===== src/rtl/cpu_pkg.sv =====
// Shared CPU decode definitions: instruction field positions, decoded-field
// payload and the decode-register state encoding.
package cpu_pkg;

  localparam int unsigned INSTR_BITS = 32;

  localparam int unsigned OPCODE_MSB = 31;
  localparam int unsigned OPCODE_LSB = 26;
  localparam int unsigned RS_MSB     = 25;
  localparam int unsigned RS_LSB     = 21;
  localparam int unsigned RT_MSB     = 20;
  localparam int unsigned RT_LSB     = 16;
  localparam int unsigned RD_MSB     = 15;
  localparam int unsigned RD_LSB     = 11;
  localparam int unsigned SHAMT_MSB  = 10;
  localparam int unsigned SHAMT_LSB  = 6;
  localparam int unsigned IMM_MSB    = 20;
  localparam int unsigned IMM_LSB    = 0;
  localparam int unsigned INSMSB_BIT = 31;

  localparam int unsigned OPCODE_W = OPCODE_MSB - OPCODE_LSB + 1;
  localparam int unsigned REG_W    = RS_MSB - RS_LSB + 1;
  localparam int unsigned SHAMT_W  = SHAMT_MSB - SHAMT_LSB + 1;
  localparam int unsigned IMM_W    = IMM_MSB - IMM_LSB + 1;
  localparam int unsigned STAT_W   = 16;

  typedef enum logic [1:0] {
    ST_EMPTY = 2'd0,
    ST_ONE   = 2'd1,
    ST_FULL  = 2'd2
  } dec_state_e;

  typedef struct packed {
    logic [OPCODE_W-1:0] opcode;
    logic [REG_W-1:0]    rs;
    logic [REG_W-1:0]    rt;
    logic [REG_W-1:0]    rd;
    logic [SHAMT_W-1:0]  shamt;
    logic [IMM_W-1:0]    imm;
    logic                insmsb;
  } instr_fields_t;

endpackage


===== src/rtl/instr_fields.sv =====
// Purely combinational slicing of a raw instruction word into its fields.
module instr_fields
  import cpu_pkg::*;
(
  input  logic [INSTR_BITS-1:0] instr,
  output instr_fields_t         fields
);

  always_comb begin
    fields        = '0;
    fields.opcode = instr[OPCODE_MSB:OPCODE_LSB];
    fields.rs     = instr[RS_MSB:RS_LSB];
    fields.rt     = instr[RT_MSB:RT_LSB];
    fields.rd     = instr[RD_MSB:RD_LSB];
    fields.shamt  = instr[SHAMT_MSB:SHAMT_LSB];
    fields.imm    = instr[IMM_MSB:IMM_LSB];
    fields.insmsb = instr[INSMSB_BIT];
  end

endmodule


===== src/rtl/instr_decode_reg.sv =====
// Two-entry skid buffer between fetch and operand stage; the head entry is
// held in decoded form on the registered out_* fields.
// Optional INSTR_DECODE_STATS_EN adds saturating decode/stall counters.
module instr_decode_reg
  import cpu_pkg::*;
#(
  parameter int unsigned PC_W    = 32,
  parameter int unsigned INSTR_W = 32
) (
  input  logic                clk,
  input  logic                rst_n,
  input  logic                flush,
  input  logic                in_valid,
  output logic                in_ready,
  input  logic [PC_W-1:0]     in_pc,
  input  logic [INSTR_W-1:0]  in_instr,
  output logic                out_valid,
  input  logic                out_ready,
  output logic [PC_W-1:0]     out_pc,
  output logic [OPCODE_W-1:0] out_opcode,
  output logic [REG_W-1:0]    out_rs,
  output logic [REG_W-1:0]    out_rt,
  output logic [REG_W-1:0]    out_rd,
  output logic [IMM_W-1:0]    out_imm,
  output logic                out_insmsb,
`ifdef INSTR_DECODE_STATS_EN
  output logic [STAT_W-1:0]   stat_decoded,
  output logic [STAT_W-1:0]   stat_stall,
`endif
  output logic [SHAMT_W-1:0]  out_shamt
);

  dec_state_e          state_q, state_d;
  logic [PC_W-1:0]     tail_pc_q;
  logic [INSTR_W-1:0]  tail_instr_q;
  logic                accept_c, consume_c;
  logic                head_from_in, head_from_tail, tail_load;
  logic                in_ready_d, out_valid_d;
  logic [PC_W-1:0]     head_pc_d;
  logic [INSTR_W-1:0]  head_instr_d;
  instr_fields_t       head_fields;

  assign accept_c  = in_valid & in_ready;
  assign consume_c = out_valid & out_ready;

  // State register.
  always_ff @(posedge clk or negedge rst_n) begin
    if (!rst_n) state_q <= ST_EMPTY;
    else        state_q <= state_d;
  end

  // Next state and entry-load controls; flush overrides everything.
  always_comb begin
    state_d        = state_q;
    head_from_in   = 1'b0;
    head_from_tail = 1'b0;
    tail_load      = 1'b0;
    if (flush) begin
      state_d = ST_EMPTY;
    end else begin
      unique case (state_q)
        ST_EMPTY: begin
          if (accept_c) begin
            state_d      = ST_ONE;
            head_from_in = 1'b1;
          end
        end
        ST_ONE: begin
          unique case ({accept_c, consume_c})
            2'b10: begin
              state_d   = ST_FULL;
              tail_load = 1'b1;
            end
            2'b01: state_d = ST_EMPTY;
            2'b11: head_from_in = 1'b1;
            default: state_d = ST_ONE;
          endcase
        end
        ST_FULL: begin
          if (consume_c) begin
            state_d        = ST_ONE;
            head_from_tail = 1'b1;
          end
        end
        default: state_d = ST_EMPTY;
      endcase
    end
  end

  // Output decode for the handshake flags, registered below.
  always_comb begin
    in_ready_d  = 1'b1;
    out_valid_d = 1'b0;
    if (state_d == ST_FULL)  in_ready_d  = 1'b0;
    if (state_d != ST_EMPTY) out_valid_d = 1'b1;
  end

  assign head_pc_d    = head_from_tail ? tail_pc_q    : in_pc;
  assign head_instr_d = head_from_tail ? tail_instr_q : in_instr;

  instr_fields u_fields (
    .instr  (head_instr_d),
    .fields (head_fields)
  );

  always_ff @(posedge clk or negedge rst_n) begin
    if (!rst_n) begin
      in_ready  <= 1'b1;
      out_valid <= 1'b0;
    end else begin
      in_ready  <= in_ready_d;
      out_valid <= out_valid_d;
    end
  end

  // Tail entry only ever loads from fetch while the head is blocked.
  always_ff @(posedge clk or negedge rst_n) begin
    if (!rst_n) begin
      tail_pc_q    <= '0;
      tail_instr_q <= '0;
    end else if (tail_load) begin
      tail_pc_q    <= in_pc;
      tail_instr_q <= in_instr;
    end
  end

  // Head entry; fields hold their last value while empty.
  always_ff @(posedge clk or negedge rst_n) begin
    if (!rst_n) begin
      out_pc     <= '0;
      out_opcode <= '0;
      out_rs     <= '0;
      out_rt     <= '0;
      out_rd     <= '0;
      out_imm    <= '0;
      out_insmsb <= 1'b0;
      out_shamt  <= '0;
    end else if (head_from_in || head_from_tail) begin
      out_pc     <= head_pc_d;
      out_opcode <= head_fields.opcode;
      out_rs     <= head_fields.rs;
      out_rt     <= head_fields.rt;
      out_rd     <= head_fields.rd;
      out_imm    <= head_fields.imm;
      out_insmsb <= head_fields.insmsb;
      out_shamt  <= head_fields.shamt;
    end
  end

`ifdef INSTR_DECODE_STATS_EN
  // Saturating activity counters, cleared by flush.
  always_ff @(posedge clk or negedge rst_n) begin
    if (!rst_n) begin
      stat_decoded <= '0;
      stat_stall   <= '0;
    end else if (flush) begin
      stat_decoded <= '0;
      stat_stall   <= '0;
    end else begin
      if (consume_c && stat_decoded != {STAT_W{1'b1}})
        stat_decoded <= stat_decoded + STAT_W'(1);
      if (out_valid && !out_ready && stat_stall != {STAT_W{1'b1}})
        stat_stall <= stat_stall + STAT_W'(1);
    end
  end
`endif

endmodule


===== config.mk =====
export PLATFORM = sky130hd
export DESIGN_NAME = instr_decode_reg
export DESIGN_NICKNAME = d
export VERILOG_FILES = /design/src/rtl/cpu_pkg.sv /design/src/rtl/instr_fields.sv /design/src/rtl/instr_decode_reg.sv
export SDC_FILE = /design/constraint.sdc
export NUM_CORES = 1
export LEC_CHECK = 0
export ABC_AREA = 1
export CELL_PAD_IN_SITES_DETAIL_PLACEMENT = 1
export CELL_PAD_IN_SITES_GLOBAL_PLACEMENT = 2
export CORE_UTILIZATION = 29
export DETAILED_ROUTE_END_ITERATION = 16
export PLACE_DENSITY = 0.78
export SYNTH_ARGS = -nofsm -noshare
export SYNTH_HDL_FRONTEND = slang
export SYNTH_HIERARCHICAL = 1
export SYNTH_SLANG_ARGS = --single-unit

===== constraint.sdc =====
create_clock -name clk -period 2 [get_ports clk]
set_input_delay 0.5 -clock clk [delete_from_list [all_inputs] [get_ports clk]]
set_output_delay 0.5 -clock clk [all_outputs]
set_load 0.005 [all_outputs]

==> flow_metrics.env <==
export IMPL_status="finished clean"
export IMPL_p_leak_nw=4.74
export IMPL_grt_max_degree=46
export IMPL_r2r_start="in_ready"
export IMPL_cts_setup_buffers=0
export IMPL_p_seq_frac=0.427
export IMPL_synth_mux_area_fraction=0
export IMPL_crit_family="buffers and inverters"
export IMPL_clk_latency_ns=0.43
export IMPL_comb_power_share=0.236
export IMPL_rsz0062_at_grt="false"
export IMPL_setup_viol=0
export IMPL_grt_first_pass_wirelength_um=32000
export IMPL_r2r_worst_path_cells=7
export IMPL_final_cells=1297
export IMPL_cts_root_buf="clkbuf_16"
export IMPL_grt_pass1_vias=5968
export IMPL_endpoint_kind="output port"
export IMPL_max_cap_violations=0
export IMPL_cts_inserted_buffers=17
export IMPL_vias_per_cell=4.37
export IMPL_synth_nets=933
export IMPL_yosys_warnings=6
export IMPL_die_w_um=155
export IMPL_synth_seq_cells=148
export IMPL_slowest_stage="clkdlybuf4s50_1"
export IMPL_initial_core_util=0.298
export IMPL_boundaryPins=151
export IMPL_die_y_um=155
export IMPL_yosys_area_share_simple=0.302
export IMPL_fmax_ghz=0.545
export IMPL_cts_hold_buf=0
export IMPL_hpwlAfterDp_um=12900
export IMPL_antenna_found_initial=0
export IMPL_drc=0
export IMPL_place_area_um2=8590
export IMPL_drv_slew=0
export IMPL_peakVddDrop_mv=0.520
export IMPL_cts_sinks=148
export IMPL_min_period_ns=1.84
export IMPL_finalHoldViolations=0
export IMPL_drt_total_wl_um=19200
export IMPL_powerDensity_nw_per_um2=1160
export IMPL_place_inst=1266
export IMPL_synth_cell_types=19
export IMPL_syn_avg_cell_area_um2=7.87
export IMPL_arrival_ns=1.34
export IMPL_skew_ns=0.0110
export IMPL_cts_tree="built"
export IMPL_critPathLaunchType="flop"
export IMPL_drtIter0Drc=204
export IMPL_fp_row_count=55
export IMPL_dieArea_um2=24100
export IMPL_finalPower_mw=10.8
export IMPL_fin_area_um2=9250
export IMPL_synth_compound_area_frac=0.0478
export IMPL_most_common_layout_cells="410 x nand2_1, 148 x clkdlybuf4s50_1, 147 x dfrtp_1"
export IMPL_p_int_mw=7.82
export IMPL_min_period_over_period=0.918
export IMPL_gp_congestion=0.710
export IMPL_clock_power_share=0.338
export IMPL_final_common_cell="nand2_1"
export IMPL_relSlewSlack=0.686
export IMPL_area_growth_pct=36.0
export IMPL_power_switching_mw=2.94
export IMPL_core_area_um2=22800
export IMPL_synthAdderAreaFrac=0
export IMPL_netlist_area_um2=6800
export IMPL_ys_seq_area_frac=0.545
export IMPL_diodes=0
export IMPL_switching_share=0.273
export IMPL_synth_top_family_by_area="simple AND/OR/NAND/NOR gates"
export IMPL_vias=5670
export IMPL_crit_fanout=2
export IMPL_r2r_end="out_rt[1]"
export IMPL_synth_xor_area_frac=0
export IMPL_path_clk_slew_ns=0.06
export IMPL_r2r_setup_slack_ns=0.46
export IMPL_post_route_util=0.405
export IMPL_critPathBufInv=1
export IMPL_htree_levels=4
export IMPL_grt_usage=0.171
export IMPL_syn_instance_count=864
export IMPL_nNetsFinal=1041
export IMPL_crit_type="flop to output port"
export IMPL_cp_required_ns=1.50
export IMPL_detail_route_antenna_nets=0
export IMPL_firstDrtPassIters=4
export IMPL_gr_total_overflow=0
export IMPL_hold_path_class="input pin to async pin"
export IMPL_max_stage_delay_ns=0.52
export IMPL_drive_gt1_frac=0.0772
export IMPL_tightestPinTransition_ns=0.470
export IMPL_worstPathCellList="clkdlybuf4s50_1"
export IMPL_wl_per_cell_um=14.8
export IMPL_portBuffers=150
export IMPL_clockBufferDepth=2
routing by layer:
metal	part of all wire	vias up	track usage
li1	-	2838	-
met1	0.47	2717	0.221
met2	0.49	96	0.289
met3	0.033	19	0.0326
met4	0.014	0	0.0552
met5	0	-	0
synth_stat cells (all sizes together):
library cell / n / area [µm²]
nand2: 413 / 1550
dfstp: 1 / 26.3
a21oi: 32 / 160
buf: 78 / 510
nor3: 1 / 5.00
o21ai: 33 / 165
nor2: 37 / 156
nand3: 67 / 340
inv: 37 / 139
dfrtp: 147 / 3680
clkbuf: 18 / 67.6
cell type report:
class	instances	area, µm²
clock buffer	24	502
clock inverter	7	166
fill	2723	13600
inverter	37	139
multi-input combinational	583	2410
sequential	148	3700
tap	313	392
timing repair buffer	185	1940
power groups by stage:
stage	Sequential, mW	Clock [mW]	Combinational, mW
floorplan	4.56	0	1.10
global placement	4.62	0	2.52
detailed placement	4.64	0	2.59
CTS	4.61	3.74	2.60
global route	4.74	3.85	2.88
finish	4.59	3.63	2.54
per-stage QoR:
step,hold WS (ns),setup WS [ns],TNS [ns]
after floorplan,0.204,0.378,0
after global placement,0.455,-0.132,-5.35
after detailed placement,0.457,-0.176,-8.18
after CTS,0.0201,0.132,0
after global routing,0.0338,0.104,0
final,0.0113,0.165,0
worst max path at each step:
stage / cells after the start / end / start
2_1_floorplan: 9 / out_imm[20] / out_ready
3_3_place_gp: 9 / out_imm[2] / out_ready
3_5_place_dp: 9 / out_imm[4] / out_ready
4_1_cts: 1 / out_pc[26] / out_pc[26]
5_1_grt: 9 / out_imm[0] / out_ready
6_report: 1 / out_opcode[4] / out_opcode[4]
repair_timing:
item                                    4_1_cts  5_1_grt
endpoints found under the hold margin         0        0
gates resized for setup                       1        0
endpoints found under the setup margin        1        0
worst register-to-register path, cell delays in order, from the launching register on:
cell and delay [ns]:
dfstp_2 0.53, nand2_1 0.12, nor2_1 0.17, nand3_1 0.14
nand2_4 0.16, buf_12 0.21, nand2_1 0.09, nand2_1 0.07
kinds of logic (layout without fill, tap and decap cells):
logic type	Yosys count	after routing
simple gates	518	518
flops	148	148
buf+inv	133	253
compound gates	65	65
state kept, by name, indices dropped and copies added, names as in the netlist:
signal / count
out_rt: 5
out_shamt: 5
tail_instr_q: 32
out_opcode: 6
state_q: 2
out_pc: 32
out_rd: 5
out_rs: 5
out_insmsb: 1
in_ready: 1
out_imm: 21
out_valid: 1
tail_pc_q: 32
No activity file was read; power rests on OpenSTA's default activity.
